--- src/rtl/fifo_burst_wr_ctrl_pkg.sv ---
// Shared types and helpers for the FIFO burst write controller.
package fifo_burst_wr_ctrl_pkg;

    typedef enum logic {
        ST_IDLE  = 1'b0,
        ST_BURST = 1'b1
    } wr_state_e;

    // Free-space count must hold the full depth, so it needs one bit more than the address.
    function automatic int unsigned free_width(input int unsigned depth_width);
        return depth_width + 1;
    endfunction

endpackage

--- src/rtl/fifo_wr_skid_buf.sv ---
// Two-entry {last,data} skid buffer with registered ready.
module fifo_wr_skid_buf
    import fifo_burst_wr_ctrl_pkg::*;
#(
    parameter int unsigned c_DATA_WIDTH = 32
) (
    input  logic                    wclk,
    input  logic                    wrst,
    input  logic                    s_valid,
    output logic                    s_ready,
    input  logic [c_DATA_WIDTH-1:0] s_data,
    input  logic                    s_last,
    input  logic                    pop,
    output logic [1:0]              occ,
    output logic [c_DATA_WIDTH-1:0] head_data,
    output logic                    head_last
);

    localparam int unsigned c_ENTRY_W = c_DATA_WIDTH + 1;

    logic [c_ENTRY_W-1:0] mem [2];
    logic                 wr_ptr;
    logic                 rd_ptr;
    logic                 push;
    logic [1:0]           occ_next;

    assign push = s_valid && s_ready;
    assign {head_last, head_data} = mem[rd_ptr];

    // Occupancy after this cycle's push/pop; simultaneous push and pop leave it unchanged.
    always_comb begin
        occ_next = occ;
        if (push && !pop) begin
            occ_next = occ + 2'd1;
        end else if (pop && !push) begin
            occ_next = occ - 2'd1;
        end
    end

    // Storage, pointers and registered ready; reset discards any buffered beats.
    always_ff @(posedge wclk or posedge wrst) begin
        if (wrst) begin
            mem[0]  <= '0;
            mem[1]  <= '0;
            wr_ptr  <= 1'b0;
            rd_ptr  <= 1'b0;
            occ     <= 2'd0;
            s_ready <= 1'b0;
        end else begin
            if (push) begin
                mem[wr_ptr] <= {s_last, s_data};
                wr_ptr      <= ~wr_ptr;
            end
            if (pop) begin
                rd_ptr <= ~rd_ptr;
            end
            occ     <= occ_next;
            s_ready <= (occ_next < 2'd2);
        end
    end

endmodule

--- src/rtl/fifo_burst_wr_ctrl.sv ---
// Write-side burst producer: admits skid-buffered stream beats into the FIFO in space-checked bursts.
module fifo_burst_wr_ctrl
    import fifo_burst_wr_ctrl_pkg::*;
#(
    parameter int unsigned c_DATA_WIDTH  = 32,
    parameter int unsigned c_DEPTH_WIDTH = 8,
    parameter int unsigned c_BURST_LEN   = 16,
    parameter int unsigned c_LAT_MARGIN  = 2
) (
    input  logic                     wclk,
    input  logic                     wrst,
    input  logic                     s_valid,
    output logic                     s_ready,
    input  logic [c_DATA_WIDTH-1:0]  s_data,
    input  logic                     s_last,
    output logic                     fifo_w_en,
    output logic [c_DATA_WIDTH-1:0]  fifo_wdata,
    input  logic                     fifo_wfull,
    input  logic [c_DEPTH_WIDTH:0]   fifo_wr_water_level,
    output logic                     burst_active,
    output logic [31:0]              word_count,
    output logic                     ovf_err
);

    localparam int unsigned c_FREE_W = free_width(c_DEPTH_WIDTH);
    localparam int unsigned c_BCNT_W = $clog2(c_BURST_LEN + 1);
    localparam logic [c_FREE_W-1:0] c_DEPTH    = c_FREE_W'(2 ** c_DEPTH_WIDTH);
    localparam logic [c_FREE_W-1:0] c_ADMIT    = c_FREE_W'(c_BURST_LEN + c_LAT_MARGIN);
    localparam logic [c_BCNT_W-1:0] c_LAST_CNT = c_BCNT_W'(c_BURST_LEN - 1);

    wr_state_e                state;
    wr_state_e                state_next;
    logic [c_BCNT_W-1:0]      beat_cnt;
    logic [1:0]               occ;
    logic [c_DATA_WIDTH-1:0]  head_data;
    logic                     head_last;
    logic                     pop;
    logic [c_FREE_W-1:0]      free;
    logic                     admit;

    fifo_wr_skid_buf #(
        .c_DATA_WIDTH (c_DATA_WIDTH)
    ) u_skid (
        .wclk      (wclk),
        .wrst      (wrst),
        .s_valid   (s_valid),
        .s_ready   (s_ready),
        .s_data    (s_data),
        .s_last    (s_last),
        .pop       (pop),
        .occ       (occ),
        .head_data (head_data),
        .head_last (head_last)
    );

    assign free  = c_DEPTH - fifo_wr_water_level;
    assign admit = (occ != 2'd0) && (free >= c_ADMIT);

    // State register.
    always_ff @(posedge wclk or posedge wrst) begin
        if (wrst) begin
            state <= ST_IDLE;
        end else begin
            state <= state_next;
        end
    end

    // Next state and pop decision; a burst closes on its final beat or on a packet end.
    always_comb begin
        state_next = state;
        pop        = 1'b0;
        case (state)
            ST_IDLE: begin
                if (admit) begin
                    state_next = ST_BURST;
                end
            end
            ST_BURST: begin
                if ((occ != 2'd0) && !fifo_wfull) begin
                    pop = 1'b1;
                    if ((beat_cnt == c_LAST_CNT) || head_last) begin
                        state_next = ST_IDLE;
                    end
                end
            end
            default: state_next = ST_IDLE;
        endcase
    end

    // Beat counter within a burst, total word counter and sticky overflow flag.
    always_ff @(posedge wclk or posedge wrst) begin
        if (wrst) begin
            beat_cnt   <= '0;
            word_count <= 32'd0;
            ovf_err    <= 1'b0;
        end else begin
            if (state == ST_IDLE) begin
                beat_cnt <= '0;
            end else if (pop) begin
                beat_cnt <= beat_cnt + c_BCNT_W'(1);
            end
            if (pop) begin
                word_count <= word_count + 32'd1;
            end
            if ((state == ST_BURST) && (occ != 2'd0) && fifo_wfull) begin
                ovf_err <= 1'b1;
            end
        end
    end

    assign fifo_w_en    = pop;
    assign fifo_wdata   = ((state == ST_BURST) && (occ != 2'd0)) ? head_data : '0;
    assign burst_active = (state == ST_BURST);

endmodule

--- config.mk ---
export PLATFORM = sky130hd
export DESIGN_NAME = fifo_burst_wr_ctrl
export DESIGN_NICKNAME = d
export VERILOG_FILES = /design/src/rtl/fifo_burst_wr_ctrl_pkg.sv /design/src/rtl/fifo_wr_skid_buf.sv /design/src/rtl/fifo_burst_wr_ctrl.sv
export SDC_FILE = /design/constraint.sdc
export NUM_CORES = 1
export LEC_CHECK = 0
export CAP_MARGIN = 20
export CORE_ASPECT_RATIO = 2
export CORE_MARGIN = 2
export CORE_UTILIZATION = 55
export CTS_CLUSTER_SIZE = 12
export DETAILED_ROUTE_END_ITERATION = 8
export DONT_BUFFER_PORTS = 1
export GPL_TIMING_DRIVEN = 0
export PLACE_DENSITY = 0.73
export SETUP_SLACK_MARGIN = 0.15
export SYNTH_ARGS = -nofsm -noshare
export SYNTH_HDL_FRONTEND = slang
export SYNTH_SLANG_ARGS = --single-unit
--- constraint.sdc ---
create_clock -name wclk -period 3.4 [get_ports wclk]
set_input_delay 0.51 -clock wclk [delete_from_list [all_inputs] [get_ports wclk]]
set_output_delay 0.51 -clock wclk [all_outputs]
set_load 0.01 [all_outputs]
==> results of run 1 <==
## power by group through the flow
stage               clock network, µW  registers [µW]  logic [µW]
floorplan                           0            2020        1420
global placement                    0            2060        1650
detailed placement                  0            2100        1700
CTS                              1090            2070        1710
global route                     1150            2120        1860
finish                           1070            2070        1680
## final timing paths
path	to	slack, ps	cells after the start
max in group asynchronous	u_skid.mem[14]$_DFFE_PP0P_	2600	2
setup reg to reg	u_skid.s_ready$_DFF_PP0_	1030	10
min in group wclk	ovf_err$_DFFE_PP0P_	300	2
setup / recovery	fifo_wdata[30]	720	6
hold / removal	word_count[25]$_DFFE_PP0P_	160	1
hold reg to reg	u_skid.mem[64]$_DFFE_PP0P_	500	1
## layer usage
layer	part of all wire (%)	wire length, µm
met1	37	3760
met2	55	5510
met3	4.6	463
met4	3.2	320
met5	0	0
## critical path, cell delays in order (launching register included)
cell	delay [ps]
dfrtp_1	400
inv_1	60
ha_1	250
nand2b_1	130
clkbuf_1	370
clkbuf_1	420
nor2_1	200
## cell families (layout without fill, tap and decap cells)
group | Yosys count | in the layout | share of synthesized area (%)
and+or+nand+nor | 123 | 123 | 13.0
adders and majority gates | 8 | 8 | 1.94
muxes | 100 | 100 | 21.1
DFF | 110 | 110 | 53.5
xor gates and xnor gates | 35 | 35 | 5.96
buffers and inverters | 29 | 47 | 2.43
AOI/OAI and AO/OA | 17 | 17 | 2.12
## cell usage after synthesis (2+ instances only)
| master | count |
|---|---|
| a21o_1 | 2 |
| a21oi_1 | 4 |
| and2_1 | 5 |
| and3_1 | 6 |
| and4_1 | 4 |
| buf_2 | 10 |
| clkbuf_1 | 6 |
| dfrtp_1 | 110 |
| ha_1 | 8 |
| inv_1 | 12 |
| mux2_2 | 68 |
| mux2i_1 | 32 |
| nand2_1 | 20 |
| nand2b_1 | 3 |
| nand3_1 | 9 |
| nand4_1 | 9 |
| nor2_1 | 40 |
| nor3_1 | 11 |
| nor3b_1 | 2 |
| nor4_1 | 4 |
| o21ai_0 | 4 |
| xnor2_1 | 15 |
| xor2_1 | 20 |
## registers in the layout, indices dropped and copies added (netlist names)
register / cells
beat_cnt: 5
burst_active: 1
ovf_err: 1
u_skid.mem: 66
u_skid.occ: 2
u_skid.rd_ptr: 1
u_skid.s_ready: 1
u_skid.wr_ptr: 1
word_count: 32
## through the flow
stage	std cells	hold slack [ps]	total power [µW]	util, %	area [µm²]
after floorplan	422	461	3440	-	5150
after global placement	526	478	3710	57.0	5280
after detailed placement	528	493	3800	57.5	5320
after CTS	544	170	4870	60.8	5630
after global routing	544	204	5130	60.8	5630
final	544	155	4820	60.8	5630
## layout make-up
class,instances,area (µm²),share of cell area (%)
clock inverter,6,70.1,1.24
inverter,12,48.8,0.867
tap,104,130,2.31
clock buffer,10,239,4.24
buffer,17,80.1,1.42
multi-input combinational,283,2270,40.3
sequential,110,2750,48.9
timing repair buffer,2,40.0,0.711
==> flow_summary_export.csv, run 1 <==
group,metric,value,unit
setup_path,startpoint,"u_skid.occ[0]$_DFFE_PP0P_",
grt,met3_usage,3.65,%
layout,layout_commonest_cell,"dfrtp_1",
timing,hold_viol_final,0,
logic_synthesis,async_flop_share,100,%
placed_design,port_buffers,0,
floorplan,initial_core_util,55.6,%
logic_synthesis,synth_edf_count,0,
run_status,status,"completed",
setup_path,required,2890,ps
logic_synthesis,synth_top_cell_by_area,"dfrtp_1",
clocking,clkLatencyLatePin,350,ps
floorplan,die_w,72.4,µm
pwr,p_int,3190,µW
setup_path,cp-end-kind,"primary output",
clocking,root_buffer,"clkbuf_16",
pwr,p_seq_share,43.0,%
pwr,worst_ir_drop_vdd,0.425,mV
clocking,ctsResizeCount,0,
logic_synthesis,synthDistinctLibCells,41,
route,drt_wl_total,10.0,mm
timing,min_period,2680,ps
worst_hold_path,min_path_type,"in2async",
timing,slew_headroom,50.3,%
logic_synthesis,syn-cell-area,5150,µm²
layout,area_growth,9.38,%
timing,tightest_slew,744,ps
setup_path,r2r-start,"u_skid.occ[0]$_DFFE_PP0P_",
timing,fin_crit_sh,78.9,%
setup_path,path_max_fanout,10,
route,num_vias,3245,
placed_design,dp_hpwl,7.47,mm
route,wl_per_cell,18.5,µm
pwr,p_clk_share,22.2,%
timing,fin_skew,9.51,ps
clocking,clockBufferDepth,2,
grt,grt.overflow.total,0,
grt,met1_usage,22.5,%
clocking,cts_tree,"done",
logic_synthesis,syn_avg_cell_area,12.2,µm²
setup_path,worstPathArrival,2170,ps
clocking,clkSinkCount,110,
logic_synthesis,synth-seq-cells,110,
grt,antenna_found_initial,0,
placed_design,gp_congestion,0.817,
pwr,power.density,856,nW/µm²
floorplan,core-area,9260,µm²
clocking,post-cts-setup-buffers,0,
route,viasPerCell,5.97,
route,dr.pass1.iters,4,
grt,busiest_layer,"met2",
timing,tns,0,ps
logic_synthesis,synth_nets,476,
timing,worst_slack,717,ps
placed_design,place_ws,1010,ps
floorplan,io_pins,114,
pwr,p_leak,0.00262,µW
grt,grt_max_degree,43,
route,drc,0,
grt,met2_usage,36.8,%
pwr,switching_power,1630,µW
layout,drive_gt1_share,24.1,%
floorplan,rows,50,
logic_synthesis,yosysSeqAreaShare,53.5,%
grt,grt_pass1_vias,3470,
clocking,path_clk_slew,70,ps
logic_synthesis,netlist_instances,422,
floorplan,die_h,141,µm
timing,fmax,373,MHz
clocking,numCtsBuffers,9,
timing,grt_setup_unrepaired,"false",
timing,setup_viol,0,
route,drtIter0Drc,156,
logic_synthesis,synthTopCellsByArea,"dfrtp_1 (53%), mux2_2 (15%), mux2i_1 (6.2%), xor2_1 (3.4%), nor2_1 (2.9%)",
logic_synthesis,yosys.area.top_type_share,53.5,%
clocking,hold_buffers,0,
route,ant_nets,0,
floorplan,dieArea,10200,µm²
layout,nNetsFinal,489,
clocking,htreeDepth,3,
logic_synthesis,yosys_warnings,0,
grt,track_usage,20.4,%
flow_run,max_cap_violations,0,
layout,fillers,787,
setup_path,crit_path_start_kind,"register",
setup_path,worst-setup-path-type,"reg2out",
grt,grt_first_pass_wirelength,16.3,mm
pwr,combPwrFrac,34.8,%
timing,slew_viol_final,0,
logic_synthesis,synth_ff_type,"dfrtp_1",
pwr,p_sw_share,33.8,%
layout,final_cell_mix,"dfrtp_1 (110), mux2_2 (68), nor2_1 (40), mux2i_1 (32)",
layout,diodes,0,
(Power assumes the default switching activity.)
==> inputs of run 2 (changes only) <==
==> constraint.sdc (replaced) <==
create_clock -name wclk -period 2.19 [get_ports wclk]
set_input_delay 0.3285 -clock wclk [delete_from_list [all_inputs] [get_ports wclk]]
set_output_delay 0.3285 -clock wclk [all_outputs]
set_load 0.01 [all_outputs]
==> run 2 against run 1 <==
Global-route usage is 0.16 points higher. Highest routed layer unchanged. Sequential cell count stayed put. Critical path type unchanged. Core utilization is 2.6 points higher. Setup slack worse by 540 ps. Power is 67% higher. Via count is 1.0% higher. Critical path depth stayed put. Register-to-register slack worse by 740 ps.
==> flow_summary_export.csv, run 2 (synthesis gave the netlist of run 1 again) <==
group,metric,value,unit
clocking,root_buffer,"clkbuf_16",
pwr,p_sw_share,35.3,%
setup_path,path_max_fanout,10,
pwr,power.density,1370,nW/µm²
setup_path,cp-end-kind,"primary output",
grt,track_usage,20.6,%
timing,tightest_slew,745,ps
timing,fmax,497,MHz
clocking,clockBufferDepth,2,
route,num_vias,3279,
route,wl_met1,3.82,mm
layout,diodes,0,
clocking,htreeDepth,3,
clocking,clkSinkCount,110,
floorplan,dieArea,10200,µm²
floorplan,die_h,141,µm
grt,grt_max_degree,43,
pwr,worst_ir_drop_vdd,0.842,mV
setup_path,worst-setup-path-type,"reg2out",
layout,top_regs,"u_skid.mem: 66 flops, word_count: 32 flops, beat_cnt: 5 flops",
route,drt_wl_total,10.2,mm
clocking,path_clk_slew,70,ps
timing,setup_viol,0,
timing,slew_viol_final,0,
route,drc,0,
floorplan,initial_core_util,55.6,%
layout,final_cell_area,5870,µm²
clocking,clkLatencyLatePin,350,ps
layout,drive_gt1_share,33.3,%
route,ant_nets,0,
run_status,status,"completed",
floorplan,core-area,9260,µm²
pwr,p_int,5200,µW
timing,worst_slack,179,ps
route,highest_layer,"met4",
placed_design,gp_congestion,0.817,
placed_design,dp_hpwl,7.47,mm
pwr,combPwrFrac,39.2,%
setup_path,crit_path_start_kind,"register",
layout,largest_reg_flops,66,
route,wl_per_cell,18.7,µm
route,drtIter0Drc,109,
floorplan,rows,50,
timing,slew_headroom,50.2,%
timing,min_period,2010,ps
route,route.met2.wl,5.68,mm
timing,whs,117,ps
setup_path,worstPathArrival,1680,ps
layout,nNetsFinal,491,
placed_design,place_ws,-199,ps
grt,grt_pass1_vias,3477,
floorplan,io_pins,114,
pwr,p_seq_share,40.1,%
setup_path,required,1860,ps
layout,layout.cells.non_filler,546,
pwr,p_clk_share,20.7,%
layout,area_growth,14.0,%
placed_design,dpl_cell_area,5320,µm²
grt,grt.overflow.total,0,
layout,fillers,748,
clocking,cts_tree,"done",
placed_design,dp.cells,528,
grt,grt_first_pass_wirelength,16.4,mm
layout,largest_register,"u_skid.mem",
clocking,numCtsBuffers,9,
timing,fin_skew,6.52,ps
route,viasPerCell,6.01,
timing,fin_crit_sh,91.8,%
timing,hold_viol_final,0,
flow_run,max_cap_violations,0,
floorplan,die_w,72.4,µm
timing,grt_setup_unrepaired,"true",
route,routed-wl-met3,459,µm
layout,final_cell_mix,"dfrtp_1 (110), mux2_2 (68), mux2i_1 (32), nand2_1 (20), xor2_1 (20)",
route,dr.pass1.iters,4,
placed_design,port_buffers,0,
worst_hold_path,min_path_type,"in2reg",
layout,layout_commonest_cell,"dfrtp_1",
pwr,p_leak,0.00268,µW
grt,antenna_found_initial,0,
pwr,switching_power,2840,µW
==> run 2: area by class of cell <==
cell class	count	area (µm²)	share of cell area (%)
well taps	104	130	2.22
repair buffers	4	57.6	0.980
flip-flops and latches	110	2750	46.9
multi-input cells	283	2450	41.7
plain buffers	17	123	2.09
inverters	12	48.8	0.831
clock buffers	10	239	4.07
clock inverters	6	70.1	1.19
==> run 2: critical path, stage by stage, from the launching register on <==
cell and delay (ps):
dfrtp_1 360, inv_1 50, ha_2 210, nand2b_1 150
buf_4 180, clkbuf_8 210, nor2_2 180
==> run 2: through the flow <==
stage                     total power, µW  util, %  TNS [ps]
final                                8050     63.4         0
after global routing                 8530     63.4         0
after CTS                            8040     62.9         0
after detailed placement             5910     57.5      -512
after global placement               5760     57.0      -396
after floorplan                      5340        -         0
==> run 2: per-layer routing <==
| layer | vias up | global-route usage, % |
|---|---|---|
| li1 | 1501 | - |
| met1 | 1661 | 22.9 |
| met2 | 98 | 37.3 |
| met3 | 19 | 3.65 |
| met4 | 0 | 8.87 |
| met5 | - | 0 |
==> run 2: power groups by stage <==
stage | Combinational (µW) | Clock (µW) | Sequential, µW
2_1_floorplan | 2210 | 0 | 3130
3_3_place_gp | 2560 | 0 | 3200
3_5_place_dp | 2640 | 0 | 3260
4_1_cts | 3120 | 1700 | 3220
5_1_grt | 3450 | 1780 | 3300
6_report | 3150 | 1670 | 3220
==> run 2: path summary, 6_finish.rpt <==
kind | depth (start not counted) | slack [ps] | from | end
max | 6 | 180 | u_skid.occ[0]$_DFFE_PP0P_ | fifo_wdata[26]
min | 2 | 120 | fifo_wfull | ovf_err$_DFFE_PP0P_
max reg2reg | 10 | 290 | u_skid.occ[0]$_DFFE_PP0P_ | u_skid.s_ready$_DFF_PP0_
min reg2reg | 1 | 500 | u_skid.mem[63]$_DFFE_PP0P_ | u_skid.mem[63]$_DFFE_PP0P_
max in group asynchronous | 3 | 950 | wrst | u_skid.mem[62]$_DFFE_PP0P_
min in group asynchronous | 2 | 590 | wrst | word_count[25]$_DFFE_PP0P_
==> run 2: timing repair <==
| item | 4_1_cts | 5_1_grt |
|---|---|---|
| pin swaps | 1 | 1 |
| hold endpoints to repair | 31 | 0 |
| setup buffers | 0 | 1 |
| cloned | 0 | 0 |
| endpoints found under the setup margin | 36 | 39 |
| gates resized for setup | 61 | 8 |
| hold buffers | 1 | 0 |
